**config.mk**
```make
export PLATFORM = sky130hd
export DESIGN_NAME = cci_mpf_quiesce_ctrl_flat
export DESIGN_NICKNAME = d
export VERILOG_FILES = /design/src/rtl/cci_mpf_quiesce_ctrl_if.sv /design/src/rtl/cci_mpf_quiesce_ctrl.sv /design/src/flat_wrapper.sv
export SDC_FILE = /design/constraint.sdc
export NUM_CORES = 1
export LEC_CHECK = 0
export BUFFER_PORTS_ARGS = -buffer_cell sky130_fd_sc_hd__buf_2
export CORE_ASPECT_RATIO = 1.4
export CORE_UTILIZATION = 58
export DETAILED_ROUTE_END_ITERATION = 12
export GPL_ROUTABILITY_DRIVEN = 1
export PLACE_DENSITY_LB_ADDON = 0.3
export SLEW_MARGIN = 20
export SYNTH_ARGS = -nofsm -noshare
export SYNTH_HDL_FRONTEND = slang
export SYNTH_SLANG_ARGS = --single-unit
```
**constraint.sdc**
```tcl
create_clock -name clk -period 2.6 [get_ports clk]
set_input_delay 0.65 -clock clk [delete_from_list [all_inputs] [get_ports clk]]
set_output_delay 0.65 -clock clk [all_outputs]
set_load 0.02 [all_outputs]
```
**src/rtl/cci_mpf_quiesce_ctrl_if.sv**
```systemverilog
// rtl/cci_mpf_quiesce_ctrl_if.sv - quiesce request / MPF occupancy / drain status bundle
interface cci_mpf_quiesce_ctrl_if #(
  parameter int CNT_WIDTH = 32
);
  logic                 quiesce_req;
  logic                 err_clr;
  logic                 c0NotEmpty;
  logic                 c1NotEmpty;
  logic                 tx_enable;
  logic                 quiesce_done;
  logic                 timeout_err;
  logic [CNT_WIDTH-1:0] drain_cycles;

  modport master (
    output quiesce_req, err_clr, c0NotEmpty, c1NotEmpty,
    input  tx_enable, quiesce_done, timeout_err, drain_cycles
  );

  modport slave (
    input  quiesce_req, err_clr, c0NotEmpty, c1NotEmpty,
    output tx_enable, quiesce_done, timeout_err, drain_cycles
  );
endinterface

```
**src/rtl/cci_mpf_quiesce_ctrl.sv**
```systemverilog
// rtl/cci_mpf_quiesce_ctrl.sv - MPF drain controller: gates test_afu requests, waits for MPF idle, reports drain time
// Optional drain timeout is enabled by defining MPF_QUIESCE_TIMEOUT_EN.
module cci_mpf_quiesce_ctrl #(
  parameter int QUIET_CYCLES   = 16,
  parameter int TIMEOUT_CYCLES = 1 << 20,
  parameter int CNT_WIDTH      = 32
) (
  input  logic                   clk,
  input  logic                   reset_n,
  cci_mpf_quiesce_ctrl_if.slave  bus
);

  typedef enum logic [1:0] {
    ST_RUN   = 2'd0,
    ST_DRAIN = 2'd1,
    ST_DONE  = 2'd2
  } state_t;

  localparam logic [CNT_WIDTH-1:0] QUIET_LAST = CNT_WIDTH'(QUIET_CYCLES - 1);
  localparam logic [CNT_WIDTH-1:0] CNT_MAX    = '1;

  state_t               state_q;
  state_t               state_d;
  logic [CNT_WIDTH-1:0] drain_q;
  logic [CNT_WIDTH-1:0] drain_d;
  logic [CNT_WIDTH-1:0] quiet_q;
  logic [CNT_WIDTH-1:0] quiet_d;
  logic                 tx_enable_q;
  logic                 done_q;
  logic                 busy;
  logic                 quiet_hit;
  logic                 timeout_hit;

  assign busy      = bus.c0NotEmpty | bus.c1NotEmpty;
  assign quiet_hit = !busy && (quiet_q == QUIET_LAST);

`ifdef MPF_QUIESCE_TIMEOUT_EN
  localparam logic [CNT_WIDTH-1:0] TIMEOUT_LAST = CNT_WIDTH'(TIMEOUT_CYCLES - 1);

  logic err_q;
  logic err_d;

  // Fires on the cycle whose increment makes drain_cycles equal TIMEOUT_CYCLES.
  assign timeout_hit     = (drain_q == TIMEOUT_LAST);
  assign bus.timeout_err = err_q;
`else
  logic unused_cfg;

  assign timeout_hit     = 1'b0;
  assign unused_cfg      = &{1'b0, bus.err_clr, (TIMEOUT_CYCLES != 0)};
  assign bus.timeout_err = 1'b0;
`endif

  assign bus.tx_enable    = tx_enable_q;
  assign bus.quiesce_done = done_q;
  assign bus.drain_cycles = drain_q;

  always_ff @(posedge clk or negedge reset_n) begin
    if (!reset_n) begin
      state_q <= ST_RUN;
    end else begin
      state_q <= state_d;
    end
  end

  // Abort (request dropped) beats both completion and timeout.
  always_comb begin
    state_d = state_q;
    case (state_q)
      ST_RUN: begin
        if (bus.quiesce_req) state_d = ST_DRAIN;
      end
      ST_DRAIN: begin
        if (!bus.quiesce_req)            state_d = ST_RUN;
        else if (quiet_hit || timeout_hit) state_d = ST_DONE;
      end
      ST_DONE: begin
        if (!bus.quiesce_req) state_d = ST_RUN;
      end
      default: state_d = ST_RUN;
    endcase
  end

  always_comb begin
    drain_d = drain_q;
    quiet_d = quiet_q;
`ifdef MPF_QUIESCE_TIMEOUT_EN
    err_d   = err_q;
    if (bus.err_clr) err_d = 1'b0;
`endif
    case (state_q)
      ST_RUN: begin
        if (bus.quiesce_req) begin
          drain_d = '0;
          quiet_d = '0;
        end
      end
      ST_DRAIN: begin
        if (bus.quiesce_req) begin
          if (drain_q != CNT_MAX) drain_d = drain_q + 1'b1;
          quiet_d = busy ? '0 : quiet_q + 1'b1;
`ifdef MPF_QUIESCE_TIMEOUT_EN
          // A quiet completion in the same cycle is a clean drain, not a timeout.
          if (timeout_hit && !quiet_hit) err_d = 1'b1;
`endif
        end
      end
      default: begin
      end
    endcase
  end

  always_ff @(posedge clk or negedge reset_n) begin
    if (!reset_n) begin
      drain_q     <= '0;
      quiet_q     <= '0;
      tx_enable_q <= 1'b1;
      done_q      <= 1'b0;
`ifdef MPF_QUIESCE_TIMEOUT_EN
      err_q       <= 1'b0;
`endif
    end else begin
      drain_q     <= drain_d;
      quiet_q     <= quiet_d;
      tx_enable_q <= (state_d == ST_RUN);
      done_q      <= (state_d == ST_DONE);
`ifdef MPF_QUIESCE_TIMEOUT_EN
      err_q       <= err_d;
`endif
    end
  end

endmodule

```
**src/flat_wrapper.sv**
```systemverilog
// flat-port wrapper written by rule: the top's interface ports become plain ports
module cci_mpf_quiesce_ctrl_flat 
#(
  parameter int QUIET_CYCLES   = 16,
  parameter int TIMEOUT_CYCLES = 1 << 20,
  parameter int CNT_WIDTH      = 32
)
  (clk, reset_n, bus_quiesce_req, bus_err_clr, bus_c0NotEmpty, bus_c1NotEmpty, bus_tx_enable, bus_quiesce_done, bus_timeout_err, bus_drain_cycles);
  cci_mpf_quiesce_ctrl_if #(.CNT_WIDTH(CNT_WIDTH)) bus_i ();
  input  logic clk;
  input  logic reset_n;
  input wire logic [$bits(bus_i.quiesce_req)-1:0] bus_quiesce_req;
  input wire logic [$bits(bus_i.err_clr)-1:0] bus_err_clr;
  input wire logic [$bits(bus_i.c0NotEmpty)-1:0] bus_c0NotEmpty;
  input wire logic [$bits(bus_i.c1NotEmpty)-1:0] bus_c1NotEmpty;
  output wire logic [$bits(bus_i.tx_enable)-1:0] bus_tx_enable;
  output wire logic [$bits(bus_i.quiesce_done)-1:0] bus_quiesce_done;
  output wire logic [$bits(bus_i.timeout_err)-1:0] bus_timeout_err;
  output wire logic [$bits(bus_i.drain_cycles)-1:0] bus_drain_cycles;
  assign bus_i.quiesce_req = bus_quiesce_req;
  assign bus_i.err_clr = bus_err_clr;
  assign bus_i.c0NotEmpty = bus_c0NotEmpty;
  assign bus_i.c1NotEmpty = bus_c1NotEmpty;
  assign bus_tx_enable = bus_i.tx_enable;
  assign bus_quiesce_done = bus_i.quiesce_done;
  assign bus_timeout_err = bus_i.timeout_err;
  assign bus_drain_cycles = bus_i.drain_cycles;
  cci_mpf_quiesce_ctrl #(.QUIET_CYCLES(QUIET_CYCLES), .TIMEOUT_CYCLES(TIMEOUT_CYCLES), .CNT_WIDTH(CNT_WIDTH)) u_core (.clk(clk), .reset_n(reset_n), .bus(bus_i));
endmodule
```
==> reports/results.txt, run 1 <==
The run finished with clean final reports. The total number of vias was 3480; the x dimension of the die was 70.4 um. The run gives 41 as the number of top-level pins. Counting every net in the synthesized netlist gives 430. For this run, the leading register cell type out of synthesis is sky130_fd_sc_hd__dfrtp_1. The worst supply voltage drop on vdd was 0.318 mV.

Yosys attributes the largest share of cell area to sky130_fd_sc_hd__dfrtp_1, sky130_fd_sc_hd__nor2_1, sky130_fd_sc_hd__nand3_1. The detail route stage leaves a number of antenna-violating nets equal to 0. The count of cells in the finished layout, fillers not included, comes to 541. Fmax: 0.427 GHz. The worst setup path is launched from a flip-flop. The largest single stage delay on the critical path is 500 ps. The final layout contains routed wiring with a total length of 9070 um.

The number of buffer cells added on primary ports is 38. After detailed routing, the number of vias per cell comes to 6.43. The H-tree generated during clock tree synthesis spans 3 levels.

For the worst-skew pair, the clock arrives at the later sink with an insertion delay of 350 ps. The share of Yosys cell area claimed by the top area cell type was 44.2%. The type of the most critical hold path is input pin to async pin.

STA puts the critical path data arrival time at 2580 ps. The clock arrives with 4.88 ps of skew. Measured in cells, the most critical reg-to-reg path has a length of 6.

After clock tree synthesis, the setup repair step added 0 buffers. The critical setup path kind is flip-flop to flip-flop. The share of post-route cells with drive strength above 1 works out to 17.3%. The remaining design rule violation count came out at 0. The mean post-synth cell area came out at 9.00 um^2.

After detailed routing, the average wire length per cell comes to 16.8 um. The part of the cycle the worst path needs came out at 90.0%. In this run the deepest clock path goes through 2 buffers. The via count of the first global-routing pass is 3367, and the wire length of the first global-routing pass is 15500 um. The count of pins over their slew limit is 0. Of all cell types, the one taking the most synthesized area is sky130_fd_sc_hd__dfrtp_1. The row count is 34. The biggest fanout along the worst timing path was 6; the share of flip-flops with an asynchronous set or reset was 100%.

For the number of max-cap violations, the log shows 0. The synthesized netlist contains 53 unique library cells. TritonCTS built the clock tree. The die boundary height is 97.7 um, and the total core area is 6250 um^2. The cell sitting at the root of the clock tree is a sky130_fd_sc_hd__clkbuf_8. Counting the fill cells in the layout gives 527. Once layout is done, the placed cells without fillers occupy 4340 um^2. Final hold analysis gives a worst-case slack of 317 ps.

The final critical delay including setup and external delays works out to 2340 ps. Setup repair after global routing left no endpoint under its margin. Data on the critical path is required at its endpoint by 2840 ps. Synthesis produced a netlist whose cell count is 422.

The number of antenna violations at the first check in global routing was 0. Traced cell by cell, the critical path runs through ha_1, and4_1, nand4_1, nor4_2, xor2_1, a22o_1. The endpoint type of the worst setup path was a flip-flop. Adding up every negative setup slack in the final design gives 0 ps. The number of DRC violations after detailed-routing iteration 0 is 270. The commonest cells after synthesis are sky130_fd_sc_hd__dfrtp_1, sky130_fd_sc_hd__nor2_1, sky130_fd_sc_hd__nand2_1, sky130_fd_sc_hd__nand3_1, sky130_fd_sc_hd__nand4_1. Entering global routing, the biggest net connects 69 pins.

In this run, synthesis inferred 0 flip-flops with an integrated enable. The congestion estimate from routability-driven global placement came to 0.824. In the final design database the tool counted 472 nets.

From synthesis to final layout, the design area changed by 14.2%. In this run the power density over the cells is 523 nW/um^2. The number of hold violations in the final report is 0.

In this run the static leakage power is 1.99 nW. The logs give 6160 um for the placed wire-length estimate after detailed placement and 0 for the count of endpoints failing setup in the final report. The antenna diode count was 0.

Global routing used 28.0% of the available tracks across all layers. In this run, synthesis produced a sequential element count of 68. The run gives 4 as the first-pass iteration count of the detailed router.

The number of cells after detailed placement came out at 525. Summing the sequential cell areas from Yosys gives 44.9% of the chip area. Buffers inserted during clock tree synthesis total 9. After global routing the overflow that remains totals 0. On the critical path, the stage with the largest delay is an instance of sky130_fd_sc_hd__nor4_2. Placed instance area: 4090 um^2. The run gives 0 as the yosys synthesis warning count. The initial standard-cell utilization of the core was 60.7%. The setup check on the worst reg-to-reg path leaves a slack of 260 ps.

For the clock sink total, the log shows 68. The die covers 6880 um^2. Yosys instantiated no cell more often than sky130_fd_sc_hd__dfrtp_1. After clock tree synthesis, the clock-pin slew on the worst setup and hold paths is 80 ps. The synthesized netlist occupies a cell area of 3800 um^2.
-- what timing repair did --
| item | in CTS | in global routing |
|---|---|---|
| hold buffers | 0 | 0 |
| endpoints found under the setup margin | 0 | 1 |
| hold endpoints to repair | 0 | 0 |
| gates resized for setup | 0 | 1 |
-- critical path: cells and delay by family (launching register included) --
kind	cells	cell delay (ps)
DFF	1	430
AOI/OAI and AO/OA	1	210
and+or+nand+nor	3	1220
adders and majority gates	1	240
xor gates and xnor gates	1	130
-- per-stage QoR --
stage          worst slack (ps)  power, mW  util [%]
2_1_floorplan               414       1.17         -
3_3_place_gp                337       1.24      65.4
6_report                    260       2.27      69.3
4_1_cts                     219       2.29      69.2
3_5_place_dp                295       1.24      65.4
5_1_grt                    98.1       2.33      69.3
-- logic make-up (layout without fill, tap and decap cells) --
logic type,count (synthesis),in the layout,share of synthesized area (%)
DFF,68,68,44.9
buffers and inverters,24,71,3.23
and+or+nand+nor,228,228,33.2
xor gates and xnor gates,29,29,6.69
adders and majority gates,2,2,0.659
AOI/OAI and AO/OA,70,70,11.2
other,1,1,0.0988
-- power by group --
group          total [mW]  internal, mW  switching [mW]
Sequential           1.09          1.07          0.0190
Combinational       0.129        0.0393          0.0901
Clock                1.05         0.633           0.419
-- layer usage --
| metal | GRT usage, % | share of wire, % | vias to the layer above |
|---|---|---|---|
| met5 | 0 | 0 | - |
| met4 | 14.5 | 1.8 | 0 |
| met3 | 3.32 | 4.5 | 16 |
| met2 | 47.9 | 53 | 115 |
| met1 | 34.3 | 40 | 1711 |
| li1 | - | - | 1638 |
-- sequential cells by signal, indices dropped and copies added (netlist names) --
signal,count
u_core.bus.quiesce_done,1
u_core.quiet_q,32
u_core.bus.tx_enable,1
u_core.bus.drain_cycles,32
u_core.state_q,2
-- cell type report --
| cell class | count | area (um^2) | area share, % |
|---|---|---|---|
| Tap cell | 72 | 90.1 | 2.08 |
| Sequential cell | 68 | 1700 | 39.3 |
| Inverter | 4 | 15.0 | 0.346 |
| Timing Repair Buffer | 51 | 313 | 7.21 |
| Clock buffer | 9 | 124 | 2.86 |
| Multi-Input combinational cell | 330 | 1980 | 45.6 |
| Clock inverter | 7 | 115 | 2.65 |
-- cell usage in the layout (no fill, tap or decap), types with 2 or more instances in the layout --
master                       synthesis  final
sky130_fd_sc_hd__and2_1              4      4
sky130_fd_sc_hd__nand2b_1            3      3
sky130_fd_sc_hd__nand3_1            36     36
sky130_fd_sc_hd__a41o_1              2      2
sky130_fd_sc_hd__dfrtp_1            67     67
sky130_fd_sc_hd__nor3_1             10     10
sky130_fd_sc_hd__nand4_1            24     24
sky130_fd_sc_hd__o21ai_1             5      5
sky130_fd_sc_hd__inv_1               4      4
sky130_fd_sc_hd__ha_1                2      2
sky130_fd_sc_hd__clkinvlp_4          0      2
sky130_fd_sc_hd__o211ai_1            6      6
sky130_fd_sc_hd__o31ai_1             3      3
sky130_fd_sc_hd__buf_4               1     11
sky130_fd_sc_hd__clkinv_2            0      2
sky130_fd_sc_hd__buf_12              0      2
sky130_fd_sc_hd__xor2_1             20     20
sky130_fd_sc_hd__clkbuf_8            0      9
sky130_fd_sc_hd__bufinv_16           0      3
sky130_fd_sc_hd__and3_4              2      2
sky130_fd_sc_hd__nor2_1             51     51
sky130_fd_sc_hd__and4_1              7      7
sky130_fd_sc_hd__nand2_1            37     37
sky130_fd_sc_hd__nor4_1              8      7
sky130_fd_sc_hd__nand3b_1            2      2
sky130_fd_sc_hd__and3_1             14     14
sky130_fd_sc_hd__or3_1              10     10
sky130_fd_sc_hd__a31oi_1             5      5
sky130_fd_sc_hd__nor4_2              2      3
sky130_fd_sc_hd__a21oi_1            20     20
sky130_fd_sc_hd__or4_1               6      6
sky130_fd_sc_hd__a211oi_1            2      2
sky130_fd_sc_hd__buf_2               4     38
sky130_fd_sc_hd__a22o_1              2      2
sky130_fd_sc_hd__nor4_4              2      2
sky130_fd_sc_hd__nand4_2             2      2
sky130_fd_sc_hd__xnor2_1             9      9
sky130_fd_sc_hd__o21ai_0            18     18
-- final timing paths --
kind                                                 start                          end
worst max-delay path            u_core.bus.drain_cycles[0]  u_core.bus.drain_cycles[28]
worst max register to register  u_core.bus.drain_cycles[0]  u_core.bus.drain_cycles[28]
max in group asynchronous                          reset_n         u_core.bus.tx_enable
min in group clk                         u_core.quiet_q[1]            u_core.quiet_q[1]
worst min register to register           u_core.quiet_q[1]            u_core.quiet_q[1]
worst min-delay path                               reset_n           u_core.quiet_q[12]
Power figures use the tool's default switching activity.
==> inputs of run 2 (changes only) <==
Settings changed: PLACE_DENSITY set to 0.79, PLACE_DENSITY_LB_ADDON 0.3 to unset, SETUP_SLACK_MARGIN set to 0.02.
==> run 2 against run 1 <==
  * Clock skew rose by 4.8 ps
  * Non-clock buffer count fell by 1
  * Critical path depth did not move
  * Sequential share of layout area fell by 0.15 points
==> reports/results.txt, run 2 (same netlist as run 1, synthesis figures left out) <==
The run finished with clean final reports. The average wire length per cell after detail routing works out to 17.1 um (+2.0%). The total routing resource utilization after global routing came out at 29.8% (+1.8 points).

The fmax is 0.419 GHz (-2.0%), and the biggest fanout along the worst timing path is 6 (unchanged). The run gives 0 (unchanged) as the post-CTS setup repair buffer count. The leftover overflow at the end of global routing was 0 (unchanged).

The run gives 2620 ps (+40 ps) as the data arrival time at the worst-slack endpoint. The x dimension of the die is 70.4 um (unchanged), and the remaining design rule violation count is 0 (unchanged). The tools report the post-detailed-route count of antenna-violating nets as 0 (unchanged).

The required time at the worst-slack endpoint was 2840 ps (about the same). Walking the worst path, the cells encountered are ha_1, and4_1, nand4_1, nor4_1, a31oi_1, a41o_1. The row count is 34 (unchanged), and the area growth from synthesis to layout is 14.7%. The tools report the number of top-level pins as 41 (unchanged). The worst setup path is captured at a flip-flop.

The startpoint identified for the worst register-to-register timing path is u_core.bus.drain_cycles[0]. The run gives 0 ps (unchanged) as the setup total negative slack. The number of buffer cells added on primary ports was 38 (unchanged); the antenna diode count was 0 (unchanged).

Setup repair after global routing left no endpoint under its margin. The run gives 1700 um^2 (unchanged) as the area taken by flip-flops and latches. The tools report the number of fill cells in the layout as 485 (-8.0%).

The critical setup path kind is flip-flop to flip-flop. The post-detailed-route via-to-cell ratio was 6.41 (-0.28%); the number of cells traversed by the worst register-to-register path was 6 (unchanged). The full die area is 6880 um^2 (unchanged), and the count of nets after finishing is 471 (-0.21%). The die boundary height was 97.7 um (unchanged). The initial standard-cell utilization of the core came out at 60.7% (unchanged). The final critical delay including setup and external delays is 2390 ps (+47.0 ps), and the clock-pin transition on the worst setup and hold timing paths is 70 ps (about the same). The post-route worst hold slack is 311 ps (-6.06 ps), and the depth of the CTS H-tree is 3 (unchanged). The worst clock skew came out at 9.67 ps (+4.79 ps). The biggest cell delay along the critical path was 560 ps (+60 ps); the wire length of the first global-routing pass was 16500 um (+6.5%). The clock sink total came out at 68 (unchanged). The pin count of the biggest net entering global routing was 69 (unchanged). The number of buffers inserted during clock tree synthesis is 9 (unchanged), and the total core area is 6250 um^2 (unchanged). The run gives 2 (unchanged) as the number of buffers on the longest clock path. The worst supply voltage drop on vdd came out at 0.301 mV (-5.2%). Among all stages on the critical path, the largest delay is contributed by sky130_fd_sc_hd__nor4_1.

The run gives 3464 (-0.46%) as the total number of vias. The most common library cell in the layout ignoring fill and taps is sky130_fd_sc_hd__dfrtp_1. The worst setup path is launched from a flip-flop.

The tools report the post-route worst setup slack as 213 ps (-47.0 ps). The run gives 340 ps (about the same) as the clock latency at the later pin of the worst-skew pair. The minimum setup slack after placement was 259 ps (-36.4 ps); the count of endpoints failing setup in the final report was 0 (unchanged).

The multi-input gate area in the final layout came out at 1970 um^2 (-0.32%). The part of the cycle the worst path needs was 91.8% (+1.8 points); the final weighted congestion in routability-driven placement was 0.848 (+2.9%). The endpoint identified for the worst register-to-register timing path is u_core.bus.drain_cycles[26]. The run gives 0 (unchanged) as the count of pins over their slew limit. The first-pass iteration count of the detailed router is 5 (+1).

For the via count of the first global-routing pass, the log shows 3549 (+5.4%). The top cell types in the final layout, fill and taps aside, are sky130_fd_sc_hd__dfrtp_1, sky130_fd_sc_hd__nor2_1, sky130_fd_sc_hd__buf_2. The logs give 2.00 nW (+0.76%) for the static leakage and 210 ps (-50 ps) for the worst-case register-to-register setup slack. Total of cells resized after clock tree synthesis: 0 (unchanged).

The tools report the number of max-cap violations as 0 (unchanged). The power density over cell area is 544 nW/um^2 (+4.0%), and the number of antenna violations at the first check in global routing is 0 (unchanged). The placed wire-length estimate after detailed placement was 6250 um (+1.5%); the number of hold-repair buffers added at the cts stage was 0 (unchanged). Number of hold violations in the final report: 0 (unchanged). The share of post-route cells with drive strength above 1 came out at 16.9% (-0.39 points). The tools report the clock tree root driver cell as sky130_fd_sc_hd__clkbuf_8.

The number of DRC violations after detailed-routing iteration 0 was 281 (+4.1%). Total power: 2.37 mW (+4.4%). The total detailed-routing wirelength was 9240 um (+1.8%).

TritonCTS built the clock tree. The tightest min-delay check is of the input pin to async pin type.
[run 2: cell types whose count changed in the layout (fill, tap and decap cells not counted), sizes merged]
| cell | delta |
|---|---|
| clkbuf | +4 |
| clkinv | -2 |
| clkinvlp | -2 |
| buf | -1 |
[run 2: area by class of cell]
class	instances	area share, %
inverters	4	0.345
repair buffers	50	7.01
flip-flops and latches	68	39.1
clock inverters	3	2.07
multi-input cells	330	45.3
clock buffers	13	4.11
well taps	72	2.07
[run 2: where the power goes]
group / internal (mW) / leakage [nW] / switching (mW)
clock network: 0.743 / 0.136 / 0.409
registers: 1.07 / 0.940 / 0.0163
logic: 0.0389 / 0.927 / 0.0923
[run 2: worst max path at each step]
stage	slack (ps)	start	to	cells after the start
finish	210	u_core.bus.drain_cycles[0]	u_core.bus.drain_cycles[26]	6
floorplan	410	u_core.bus.drain_cycles[0]	u_core.bus.drain_cycles[29]	8
detailed placement	260	u_core.bus.drain_cycles[0]	u_core.bus.drain_cycles[26]	6
CTS	240	u_core.bus.drain_cycles[0]	u_core.bus.drain_cycles[26]	6
global placement	330	bus_quiesce_req	u_core.bus.drain_cycles[26]	6
global route	80	u_core.bus.drain_cycles[0]	u_core.bus.drain_cycles[26]	6
[run 2: per-layer routing]
layer,part of all wire (%),GRT usage (%),vias to the layer above,wire length [um]
li1,-,-,1632,-
met1,41,36.5,1698,3790
met2,53,51.1,115,4870
met3,4.3,5.50,19,398
met4,1.9,12.5,0,179
met5,0,0,-,0
[run 2: worst max-delay path: cells and delay by family, from the launching register on]
family                   cells  cell delay (ps)
AND/OR/NAND/NOR              3             1240
flip-flops                   1              430
AO/OA/AOI/OAI                2              370
adder cells (fa/ha/maj)      1              250
[run 2: stage by stage]
| step | cells | area [um^2] | utilization, % |
|---|---|---|---|
| finish | 540 | 4350 | 69.6 |
| global route | 540 | 4350 | 69.6 |
| CTS | 540 | 4350 | 69.6 |
| detailed placement | 524 | 4080 | 65.3 |
| floorplan | 422 | 3800 | - |
| global placement | 524 | 4080 | 65.3 |
